**config.mk**
```make
export PLATFORM = sky130hd
export DESIGN_NAME = cp0_intc
export DESIGN_NICKNAME = d
export VERILOG_FILES = /design/src/rtl/cp0_intc_pkg.sv /design/src/rtl/cp0_intc_irq_pending.sv /design/src/rtl/cp0_intc.sv
export SDC_FILE = /design/constraint.sdc
export NUM_CORES = 1
export LEC_CHECK = 0
export ABC_AREA = 0
export CAP_MARGIN = 20
export CORE_MARGIN = 4
export CORE_UTILIZATION = 44
export CTS_CLUSTER_DIAMETER = 120
export CTS_CLUSTER_SIZE = 24
export DETAILED_ROUTE_END_ITERATION = 10
export PLACE_DENSITY = 0.93
export SLEW_MARGIN = 5
export SYNTH_ARGS = -nofsm -noshare
export SYNTH_HDL_FRONTEND = slang
export SYNTH_SLANG_ARGS = --single-unit
```
**constraint.sdc**
```tcl
create_clock -name clk -period 5.52 [get_ports clk]
set_clock_uncertainty 0.15 [all_clocks]
set_input_delay 1.104 -clock clk [delete_from_list [all_inputs] [get_ports clk]]
set_output_delay 1.104 -clock clk [all_outputs]
set_load 0.05 [all_outputs]
```
**src/rtl/cp0_intc_pkg.sv**
```systemverilog
`default_nettype none
// ============================================================================
// Module      : cp0_intc_pkg
// Description : Shared constants for the vectored coprocessor-0 interrupt
//               controller: register numbers, Status bit positions and the
//               default handler address.
// Revision    : 1.0 - initial release
// ============================================================================
package cp0_intc_pkg;

    // Coprocessor-0 register numbers as seen by MFC0/MTC0
    localparam logic [4:0] c_reg_status  = 5'd12;
    localparam logic [4:0] c_reg_cause   = 5'd13;
    localparam logic [4:0] c_reg_epc     = 5'd14;
    localparam logic [4:0] c_reg_intmode = 5'd22;
    localparam logic [4:0] c_reg_intack  = 5'd23;
    localparam logic [4:0] c_reg_intid   = 5'd24;

    // Status register field positions
    localparam int c_status_ie     = 0;
    localparam int c_status_exl    = 1;
    localparam int c_status_im_lsb = 8;

    // Word address of the interrupt handler
    localparam logic [29:0] c_handler_pc_default = 30'h2000_0060;

endpackage
`default_nettype wire

```
**src/rtl/cp0_intc_irq_pending.sv**
```systemverilog
`default_nettype none
// ============================================================================
// Module      : cp0_intc_irq_pending
// Description : Per-line pending logic. Each line is either level sensitive
//               (pending follows the input) or edge sensitive (a rising edge
//               sets a sticky latch that software clears through IntAck).
// Revision    : 1.0 - initial release
// ============================================================================
module cp0_intc_irq_pending #(
    parameter int NUM_IRQ = 8
) (
    input  logic               clk,
    input  logic               reset,
    input  logic [NUM_IRQ-1:0] irq,
    input  logic [NUM_IRQ-1:0] mode,
    input  logic               ack_we,
    input  logic [NUM_IRQ-1:0] ack_mask,
    output logic [NUM_IRQ-1:0] pend
);

    logic [NUM_IRQ-1:0] r_irq_q;
    logic [NUM_IRQ-1:0] r_latch;
    logic [NUM_IRQ-1:0] w_set;
    logic [NUM_IRQ-1:0] w_clr;
    logic [NUM_IRQ-1:0] w_latch_next;

    // Edge detect and latch update; a new edge beats a same-cycle ack, and a
    // line in level mode keeps its latch empty so switching modes clears it
    always_comb begin
        w_set        = mode & irq & ~r_irq_q;
        w_clr        = ack_we ? ack_mask : '0;
        w_latch_next = mode & (w_set | (r_latch & ~w_clr));
        pend         = (mode & r_latch) | (~mode & irq);
    end

    // Previous-cycle irq sample and edge latches
    always_ff @(posedge clk or negedge reset) begin
        if (!reset) begin
            r_irq_q <= '0;
            r_latch <= '0;
        end else begin
            r_irq_q <= irq;
            r_latch <= w_latch_next;
        end
    end

endmodule
`default_nettype wire

```
**src/rtl/cp0_intc.sv**
```systemverilog
`default_nettype none
// ============================================================================
// Module      : cp0_intc
// Description : Coprocessor-0 with a vectored, prioritised interrupt
//               controller. Holds Status/Cause/EPC/IntMode, exposes IntAck
//               and IntId, and requests a jump to the handler when an enabled
//               line is pending and interrupts are not masked by IE/EXL.
// Revision    : 1.0 - initial release
// ============================================================================
module cp0_intc
    import cp0_intc_pkg::*;
#(
    parameter  int                    NUM_IRQ    = 8,
    parameter  int                    PC_WIDTH   = 30,
    parameter  logic [PC_WIDTH-1:0]   HANDLER_PC = PC_WIDTH'(c_handler_pc_default),
    localparam int                    IDW        = (NUM_IRQ > 1) ? $clog2(NUM_IRQ) : 1
) (
    input  logic                clk,
    input  logic                reset,
    input  logic [31:0]         wr_data,
    input  logic [4:0]          regnum,
    input  logic                MTC0,
    input  logic                ERET,
    input  logic [PC_WIDTH-1:0] next_pc,
    input  logic [NUM_IRQ-1:0]  irq,
    output logic [31:0]         rd_data,
    output logic [PC_WIDTH-1:0] EPC,
    output logic [PC_WIDTH-1:0] handler_pc,
    output logic                TakenInterrupt,
    output logic [IDW-1:0]      irq_id
);

    logic                r_ie;
    logic                r_exl;
    logic [NUM_IRQ-1:0]  r_im;
    logic [NUM_IRQ-1:0]  r_mode;
    logic [PC_WIDTH-1:0] r_epc;

    logic [NUM_IRQ-1:0]  w_pend;
    logic [NUM_IRQ-1:0]  w_act;
    logic                w_any;
    logic                w_wr_status;
    logic                w_wr_epc;
    logic                w_wr_mode;
    logic                w_wr_ack;

    cp0_intc_irq_pending #(
        .NUM_IRQ (NUM_IRQ)
    ) u_pending (
        .clk      (clk),
        .reset    (reset),
        .irq      (irq),
        .mode     (r_mode),
        .ack_we   (w_wr_ack),
        .ack_mask (wr_data[NUM_IRQ-1:0]),
        .pend     (w_pend)
    );

    // Write decode, enable masking and take decision
    always_comb begin
        w_wr_status    = MTC0 && (regnum == c_reg_status);
        w_wr_epc       = MTC0 && (regnum == c_reg_epc);
        w_wr_mode      = MTC0 && (regnum == c_reg_intmode);
        w_wr_ack       = MTC0 && (regnum == c_reg_intack);
        w_act          = w_pend & r_im;
        w_any          = |w_act;
        TakenInterrupt = w_any && r_ie && !r_exl;
        EPC            = r_epc;
        handler_pc     = HANDLER_PC;
    end

    // Priority encoder: lowest-numbered active line wins, all ones when idle
    always_comb begin
        irq_id = '1;
        for (int i = NUM_IRQ - 1; i >= 0; i--) begin
            if (w_act[i]) begin
                irq_id = IDW'(i);
            end
        end
    end

    // MFC0 read mux
    always_comb begin
        rd_data = '0;
        case (regnum)
            c_reg_status: begin
                rd_data[c_status_ie]                    = r_ie;
                rd_data[c_status_exl]                   = r_exl;
                rd_data[c_status_im_lsb +: NUM_IRQ]     = r_im;
            end
            c_reg_cause:   rd_data[c_status_im_lsb +: NUM_IRQ] = w_pend;
            c_reg_epc:     rd_data = 32'({r_epc, 2'b00});
            c_reg_intmode: rd_data[NUM_IRQ-1:0] = r_mode;
            c_reg_intid:   rd_data = w_any ? 32'(irq_id) : '1;
            default:       rd_data = '0;
        endcase
    end

    // Register file; an interrupt take overrides the EXL/EPC fields of a
    // same-cycle MTC0, and an ERET that coincides with a take keeps the
    // original EPC so the chained handler returns to the first victim
    always_ff @(posedge clk or negedge reset) begin
        if (!reset) begin
            r_ie   <= 1'b0;
            r_exl  <= 1'b0;
            r_im   <= '0;
            r_mode <= '0;
            r_epc  <= '0;
        end else begin
            if (w_wr_status) begin
                r_ie  <= wr_data[c_status_ie];
                r_exl <= wr_data[c_status_exl];
                r_im  <= wr_data[c_status_im_lsb +: NUM_IRQ];
            end
            if (w_wr_epc) begin
                r_epc <= wr_data[PC_WIDTH+1:2];
            end
            if (w_wr_mode) begin
                r_mode <= wr_data[NUM_IRQ-1:0];
            end
            if (TakenInterrupt) begin
                r_exl <= 1'b1;
                if (ERET) begin
                    r_epc <= r_epc;
                end else begin
                    r_epc <= next_pc;
                end
            end else if (ERET) begin
                r_exl <= 1'b0;
            end
        end
    end

endmodule
`default_nettype wire

```
---- Word-level counts from Yosys, hierarchy flattened ----
Cells that the tools add are included.
storage, ports and cells
  register bits after elaboration ......... 64
  input port bits ......................... 79
  output and inout port bits .............. 96
  word-level logic and storage cells ...... 56
cells by class
  eq/ne operators ......................... 7
  multiplexer cells ....................... 19
  bitwise operators ....................... 12
  reductions and logical operators ........ 11
operator list
  operator                                                          count
  30-bit two-way mux                                                3
  8-bit bitwise AND                                                 7
  32-bit two-way mux                                                1
  16-bit case mux with 2 select lines                               1
  8-bit case mux with 4 select lines                                1
  8-bit inverter                                                    3
  3-bit two-way mux                                                 6
  6-bit case mux with 3 select lines                                1
  8-bit OR                                                          2
  5-bit by 4-bit == test with 1-bit output (second input constant)  3
  5-bit == test (second input constant)                             3
  8-bit two-way mux                                                 1
  8-bit OR reduction                                                1
  1-bit logical AND                                                 6
  2-bit case mux with 3 select lines                                1
  1-bit two-way mux                                                 4
  3-bit nonzero test                                                1
  2-bit inequality test (second input constant)                     1
  2-bit AND reduction                                               1
  2-bit nonzero test                                                1
  1-bit zero test                                                   1

---- Logic depth before layout (Yosys ltp) ----
Gate-level depths: netlist (run 1).
  depth in word-level cells ............... 13
  gate-level depth with buffers ........... 7
  depth with buffers taken out ............ 5

---- Modules after synthesis ----
Synthesis (run 1) repeated with hierarchy kept, for this count alone.
second synthesis, totals
  cells, all modules ...................... 340
  area total of the unflattened synthesis .. 3552.2 um^2
modules (own cells, without submodules)
  module                times used  cells each  area an instance (um^2)  sequential area each (um^2)
  cp0_intc              1           276         2921.6                   1201.2
  cp0_intc_irq_pending  1           64          630.6                    400.4

---- Worst setup path after synthesis (run 1) ----
No wires, ideal clock.
  path kind ............................... input -> output
  start point ............................. input port irq[6]
  end point ............................... output port rd_data[13]
  arrival ................................. 3.007 ns
  required time ........................... 4.266 ns
  path slack .............................. 1.259 ns
  stages .................................. 7
  buffers on the path ..................... 2
  cell sequence ........................... mux2_4 a22o_4 or2_0 or3_1 clkbuf_1 clkbuf_1 o211ai_1
between the ends
  cells in the longest elaborated chain, start to end .. 6
RTL lines
  element                             line                        text
  start: declaration                  cp0_intc.sv:25              input logic [NUM_IRQ-1:0] irq,
  8-bit bitwise AND                   cp0_intc_irq_pending.sv:33  pend = (mode & r_latch) | (~mode & irq);
  8-bit OR                            cp0_intc_irq_pending.sv:33
  8-bit bitwise AND                   cp0_intc.sv:65              w_act = w_pend & r_im;
  8-bit OR reduction                  cp0_intc.sv:66              w_any = |w_act;
  32-bit two-way mux                  cp0_intc.sv:94              c_reg_intid: rd_data = w_any ? 32'(irq_id) : '1;
  8-bit case mux with 4 select lines  cp0_intc.sv:85              case (regnum)
  end: declaration                    cp0_intc.sv:26              output logic [31:0] rd_data,
Every way passes these cells.

---- Worst setup path in the final report (run 1) ----
  start point ............................. input port irq[2]
  end point ............................... output port rd_data[8]
Same word-level chain as after synthesis.

==> metrics.csv, run 1 <==
stage,metric,value,unit
yosys,Post-synth ARST share,100,%
clock_tree,CTS sink count,64,
floorplan,row count,32,
hold_path,worst hold path startpoint,u_pending.r_irq_q[6]$_DFF_PN0_,
routing,initial DRC count,161,
floorplan,initial core utilization,45.7,%
finish,P&R area growth vs syn,44.7,%
finish,"commonest non-fill, non-tap cell in the layout",clkdlybuf4s50_1,
placed_design,post-DP HPWL,8210,um
setup_path,worst r2r src,r_mode[6]$_DFFE_PN0P_,
grt,largest net degree at the start of global routing,65,
finish,layout filler cell count,614,
setup_path,Worst setup SP type,input port,
finish,Final Cell Area,0.00519,mm^2
routing,DR pass1 iterations,5,
grt,Tot GR Track Use,22.8,%
finish,"commonest cells after routing, fill and taps aside","clkdlybuf4s50_1, dfrtp_1, nand2_1, buf_4",
yosys,Post-Syn Instances,351,
setup_path,WS Path Type,input port to output port,
floorplan,io pins,175,
yosys,Post-synth EDFFs,0,
power,Peak VDD IR,0.299,mV
yosys,Avg Inst Size Synth,10.2,um^2
grt,global-route wire length before repair,17600,um
placed_design,IO buf count,144,
setup_path,WP data arrival,3.69,ns
sta,Tcrit/Tclk final,89.6,%
floorplan,Die Y-Extent,98.3,um
clock_tree,number of post-CTS setup repair buffers,0,
status,run status,"finished, final reports clean",
clock_tree,TritonCTS clock tree,done,
finish,ANT cells,0,
sta,Max Fclk,0.202,GHz
power,P_leak,2.26,nW
power,Power Density,438,mW/mm^2
setup_path,CP required,4.27,ns
routing,DR WL/cell,18.7,um
clock_tree,"Clk pin slew, worst setup/hold paths",0.07,ns
yosys,post-synthesis sequential area ratio,44.6,%
floorplan,die extent in x,98.3,um
finish,layout cells sized above 1,19.6,%
floorplan,die area,0.00966,mm^2
sta,final max-slew violation count,0,
routing,Residual DRC,0,
finish,final net count,570,
yosys,count of cell types in the netlist,43,
yosys,synthesized flop and latch total,64,
floorplan,core footprint,0.00785,mm^2
placed_design,area post-placement,0.00499,mm^2
placed_design,GPL Wtd Cong,0.873,
placed_design,placed cell count,582,
routing,Post-DRT Antenna Nets,0,
sta,relative max-transition margin,33.4,%
grt,total grt overflow,0,
clock_tree,Clock Latency Late Sink,0.33,ns
yosys,mapped cell area,0.00359,mm^2
sta,RSZ-0062 raised after global routing,no,
clock_tree,H-tree Lvls,3,
sta,setup TNS,0,ns
clock_tree,CTS Buffer Depth,2,
sta,final setup violation count,0,
yosys,top_reg_cell synth,dfrtp_1,
sta,Slew @ Worst Pin,0.978,ns
setup_path,crit path max fanout,24,
setup_path,worst setup path start,irq[2],
finish,Non-Filler Instances,598,
clock_tree,CTS Root Cell,clkbuf_8,
clock_tree,number of buffers created by CTS,9,
routing,vias post-DR,3310,
routing,drt via density,5.54,
setup_path,crit path capture type,output port,
clock_tree,cts repair resizes,0,
sta,Fin. Hold Viols,0,
grt,vias in the first global route,3352,
sta,crit path time final,4.94,ns
hold_path,Hold WC Path Type,register to register,
grt,initial antenna violation count,0,
run,Max Cap Violations,0,
clock_tree,hold buffers post-CTS,0,
yosys,Synthesis Warnings,0,
routing,Total Wirelength,11200,um
-- routing by layer --
metal | track usage (%) | vias up | wire length, um
li1 | - | 1499 | -
met2 | 37.9 | 160 | 5580
met5 | 0 | - | 0
met3 | 5.07 | 26 | 881
met1 | 28.8 | 1625 | 4450
met4 | 9.45 | 0 | 281
-- synth_stat cells, types with 5 or more instances --
cell type   n  area, um^2
mux2i_1     7        70.1
or3_2      23         173
o211ai_1    6        45.0
buf_2       5        25.0
a21boi_0    8        60.1
clkbuf_1   12        45.0
buf_4      30         225
a22oi_1     7        52.6
nand2_1    52         195
or3_1       9        56.3
dfrtp_1    64        1600
o21ai_0    19        95.1
a221o_1     5        50.1
mux2_2      9         101
nand2b_1   10        62.6
o221a_1    30         338
inv_1      16        60.1
-- critical path: stages --
cell	delay, ns
clkdlybuf4s50_1	0.44
mux2i_1	0.29
o22ai_1	0.23
or2_2	0.37
or3_1	0.70
o211ai_1	0.36
buf_12	0.19
-- area by class of cell --
type | count | area, um^2 | share of cell area, %
Inverter | 16 | 60.1 | 1.16
Sequential cell | 64 | 1600 | 30.8
Clock inverter | 2 | 10.0 | 0.193
Timing Repair Buffer | 152 | 1480 | 28.6
Tap cell | 102 | 128 | 2.46
Clock buffer | 14 | 193 | 3.71
Multi-Input combinational cell | 248 | 1720 | 33.1
-- logic make-up after synthesis --
family	synth area share (%)
mux	5.51
buf+inv	11.0
other cells	0.209
flops	44.6
compound gates	21.4
simple gates	17.3
-- flip-flops by register name, indices dropped and copies added (netlist names) --
register,count
u_pending.r_latch,8
r_mode,8
u_pending.r_irq_q,8
EPC,30
r_exl,1
r_im,8
r_ie,1
-- power breakdown --
group | switching (W) | internal, W
registers | 0.000133 | 0.000613
logic | 0.000714 | 0.000417
clock network | 0.000174 | 0.000223
-- final timing paths --
kind	slack [ns]	endpoint	cells after the start
worst max-delay path	0.58	rd_data[8]	7
worst min-delay path	0.36	u_pending.r_latch[6]$_DFF_PN0_	2
worst max register to register	2.12	EPC[0]$_DFFE_PN0P_	7
worst min register to register	0.36	u_pending.r_latch[6]$_DFF_PN0_	2
max in group asynchronous	3.90	u_pending.r_latch[7]$_DFF_PN0_	2
min in group asynchronous	0.79	EPC[7]$_DFFE_PN0P_	2
-- metrics by stage --
step	setup WS [ns]	total power, W	util [%]	hold slack (ns)
after floorplan	1.26	0.00147	-	0.315
after global placement	0.646	0.00186	63.6	0.336
after detailed placement	0.603	0.00189	63.6	0.352
after CTS	0.604	0.00228	66.2	0.363
after global routing	0.438	0.00237	66.2	0.405
final	0.576	0.00227	66.2	0.365
(Power assumes the default switching activity.)
==> run 2: changes to the inputs <==
==> constraint.sdc (replaced) <==
create_clock -name clk -period 5.52 [get_ports clk]
set_clock_uncertainty 0.15 [all_clocks]
set_input_delay 1.104 -clock clk [delete_from_list [all_inputs] [get_ports clk]]
set_output_delay 1.104 -clock clk [all_outputs]
set_load 0.02 [all_outputs]
==> run 2 against run 1 <==
  * Routed wire length is 3.6% lower
  * Fmax decreased by 4.4%
  * Total power decreased by 15%
  * Die area did not move
  * Clock-buffer cell count shrank 3
  * Critical path type unchanged
  * Via count decreased by 1.8%
  * Combinational power shrank 29%
  * Critical endpoint is now rd_data[28]
  * Register-to-register slack better by 0.12 ns
==> metrics.csv, run 2 (synthesized netlist as in run 1, its figures left out) <==
stage,metric,value,unit,change
sta,Max Fclk,0.193,GHz,-4.4%
setup_path,flop-to-flop setup slack,2.24,ns,+0.12 ns
setup_path,Worst setup SP type,input port,,
run,Max Cap Violations,0,,unchanged
floorplan,io pins,175,,unchanged
routing,Residual DRC,0,,unchanged
floorplan,die extent in x,98.3,um,unchanged
setup_path,crit path max fanout,16,,-33%
grt,global-route wire length before repair,17400,um,-1.6%
clock_tree,CTS Root Cell,clkbuf_8,,
finish,P&R area growth vs syn,45.0,%,
clock_tree,"Clk pin slew, worst setup/hold paths",0.07,ns,about the same
finish,layout cells sized above 1,13.5,%,-6.1 points
routing,Post-DRT Antenna Nets,0,,unchanged
setup_path,worst r2r src,r_mode[5]$_DFFE_PN0P_,,
grt,total grt overflow,0,,unchanged
sta,Fin. Hold Viols,0,,unchanged
clock_tree,H-tree Lvls,3,,unchanged
setup_path,crit path capture type,output port,,
sta,WHS,0.362,ns,-0.00291 ns
setup_path,Worst R2R End,EPC[11]$_DFFE_PN0P_,,
setup_path,WS Path Type,input port to output port,,
sta,RSZ-0062 raised after global routing,no,,
finish,layout filler cell count,599,,-2.4%
routing,DR WL/cell,18.0,um,-3.8%
routing,initial DRC count,251,,+56%
placed_design,IO buf count,144,,unchanged
sta,final setup violation count,0,,unchanged
hold_path,Hold Crit Depth,2,,unchanged
clock_tree,TritonCTS clock tree,done,,
floorplan,row count,32,,unchanged
clock_tree,Clock Latency Late Sink,0.34,ns,about the same
status,run status,"finished, final reports clean",,
hold_path,Hold EP,u_pending.r_latch[6]$_DFF_PN0_,,
sta,Slew @ Worst Pin,1.16,ns,+0.179 ns
placed_design,GPL Wtd Cong,0.885,,+1.4%
setup_path,worst-path cell chain,clkdlybuf4s50_1 -> mux2i_1 -> o22ai_1 -> or2_2 -> or3_1 -> buf_4 -> nand2_1 -> clkdlybuf4s50_1,,
sta,setup TNS,0,ns,unchanged
clock_tree,CTS Buffer Depth,2,,unchanged
routing,DR pass1 iterations,4,,-1
sta,relative max-transition margin,22.6,%,-11 points
routing,vias post-DR,3251,,-1.8%
routing,drt via density,5.43,,-1.9%
placed_design,post-DP HPWL,8170,um,-0.47%
clock_tree,number of post-CTS setup repair buffers,0,,unchanged
grt,initial antenna violation count,0,,unchanged
placed_design,placed cell count,584,,+0.34%
finish,final net count,572,,+0.35%
grt,Tot GR Track Use,22.6,%,-0.20 points
sta,Tcrit/Tclk final,93.7,%,+4.2 points
finish,Non-Filler Instances,599,,+0.17%
sta,final max-slew violation count,0,,unchanged
setup_path,CP max stage cell,clkdlybuf4s50_1,,
finish,ANT cells,0,,unchanged
setup_path,CP required,4.27,ns,about the same
clock_tree,CTS sink count,64,,unchanged
floorplan,initial core utilization,45.7,%,unchanged
sta,crit path time final,5.17,ns,+0.230 ns
floorplan,core footprint,0.00785,mm^2,unchanged
finish,"commonest cells after routing, fill and taps aside","clkdlybuf4s50_1, dfrtp_1, nand2_1, o221a_1, conb_1",,
grt,largest net degree at the start of global routing,65,,unchanged
floorplan,die area,0.00966,mm^2,unchanged
power,Peak VDD IR,0.261,mV,-13%
finish,max reg flops,30,,unchanged
setup_path,crit-path most repeated cell,clkdlybuf4s50_1,,
hold_path,Hold WC Path Type,register to register,,
setup_path,Max stage delay on crit path,0.64,ns,-0.06 ns
clock_tree,hold buffers post-CTS,0,,unchanged
finish,"commonest non-fill, non-tap cell in the layout",clkdlybuf4s50_1,,
power,Power Density,371,mW/mm^2,-15%
hold_path,worst hold path startpoint,u_pending.r_irq_q[6]$_DFF_PN0_,,
setup_path,R2R cell count,6,,-1
setup_path,WP data arrival,3.92,ns,+0.23 ns
grt,vias in the first global route,3440,,+2.6%
clock_tree,cts repair resizes,0,,unchanged
finish,Util after Layout,66.3,%,+0.14 points
floorplan,Die Y-Extent,98.3,um,unchanged
clock_tree,number of buffers created by CTS,9,,unchanged
power,P_leak,2.19,nW,-3.3%
routing,Total Wirelength,10800,um,-3.6%
## run 2: cell count changes in the layout (fill, tap and decap cells not counted)
cell / previous run / this run
buf_4: 33 / 10
clkbuf_1: 0 / 1
clkinv_2: 2 / 3
buf_12: 5 / 0
clkdlybuf4s50_1: 113 / 143
clkbuf_8: 14 / 10
bufinv_16: 0 / 1
## run 2: per-layer routing
| metal | track usage [%] | up-vias | wire, um |
|---|---|---|---|
| met2 | 37.0 | 154 | 5390 |
| met1 | 27.7 | 1566 | 4320 |
| li1 | - | 1507 | - |
| met3 | 5.21 | 24 | 771 |
| met4 | 12.3 | 0 | 302 |
| met5 | 0 | - | 0 |
## run 2: area by class of cell
| class | instances | area [um^2] | area share [%] |
|---|---|---|---|
| Inverter | 16 | 60.1 | 1.15 |
| Clock inverter | 4 | 45.0 | 0.866 |
| Sequential cell | 64 | 1600 | 30.8 |
| Multi-Input combinational cell | 248 | 1720 | 33.0 |
| Tap cell | 102 | 128 | 2.45 |
| Timing Repair Buffer | 154 | 1510 | 29.0 |
| Clock buffer | 11 | 141 | 2.72 |
## run 2: where the power goes
part | internal [W] | switching, W | total, W
sequential | 0.000613 | 0.000134 | 0.000747
clock | 0.000216 | 0.000170 | 0.000386
combinational | 0.000418 | 0.000382 | 0.000799
## run 2: stage by stage
stage / power, W / setup WS (ns) / instance area (um^2)
after global placement: 0.00153 / 0.492 / 5020
after floorplan: 0.00115 / 1.49 / 3690
after detailed placement: 0.00156 / 0.356 / 5020
after CTS: 0.00195 / 0.360 / 5200
after global routing: 0.00203 / 0.225 / 5200
final: 0.00193 / 0.346 / 5200
## run 2: worst max-delay path: cells and delay by family
family | cells | cell delay [ns]
buffers and inverters | 3 | 1.35
muxes | 1 | 0.33
AOI/OAI and AO/OA | 1 | 0.21
and+or+nand+nor | 3 | 0.92
## run 2: worst max path at each step
stage	from	to	slack [ns]	cells after the start
5_1_grt	irq[0]	rd_data[16]	0.22	8
2_1_floorplan	irq[6]	rd_data[13]	1.49	7
6_report	irq[3]	rd_data[28]	0.35	8
3_3_place_gp	irq[3]	rd_data[16]	0.49	8
4_1_cts	irq[3]	rd_data[28]	0.36	8
3_5_place_dp	irq[3]	rd_data[28]	0.36	8
==> run 3: changes to the inputs <==
--- a/config.mk
+++ b/config.mk
@@ -6,7 +6,7 @@
 export NUM_CORES = 1
 export LEC_CHECK = 0
 export ABC_AREA = 0
-export CAP_MARGIN = 20
+export CAP_MARGIN = 5
 export CORE_MARGIN = 4
 export CORE_UTILIZATION = 44
 export CTS_CLUSTER_DIAMETER = 120
==> results of run 3 <==
The final DEF is identical to that of run 2; final timing and power are the same.
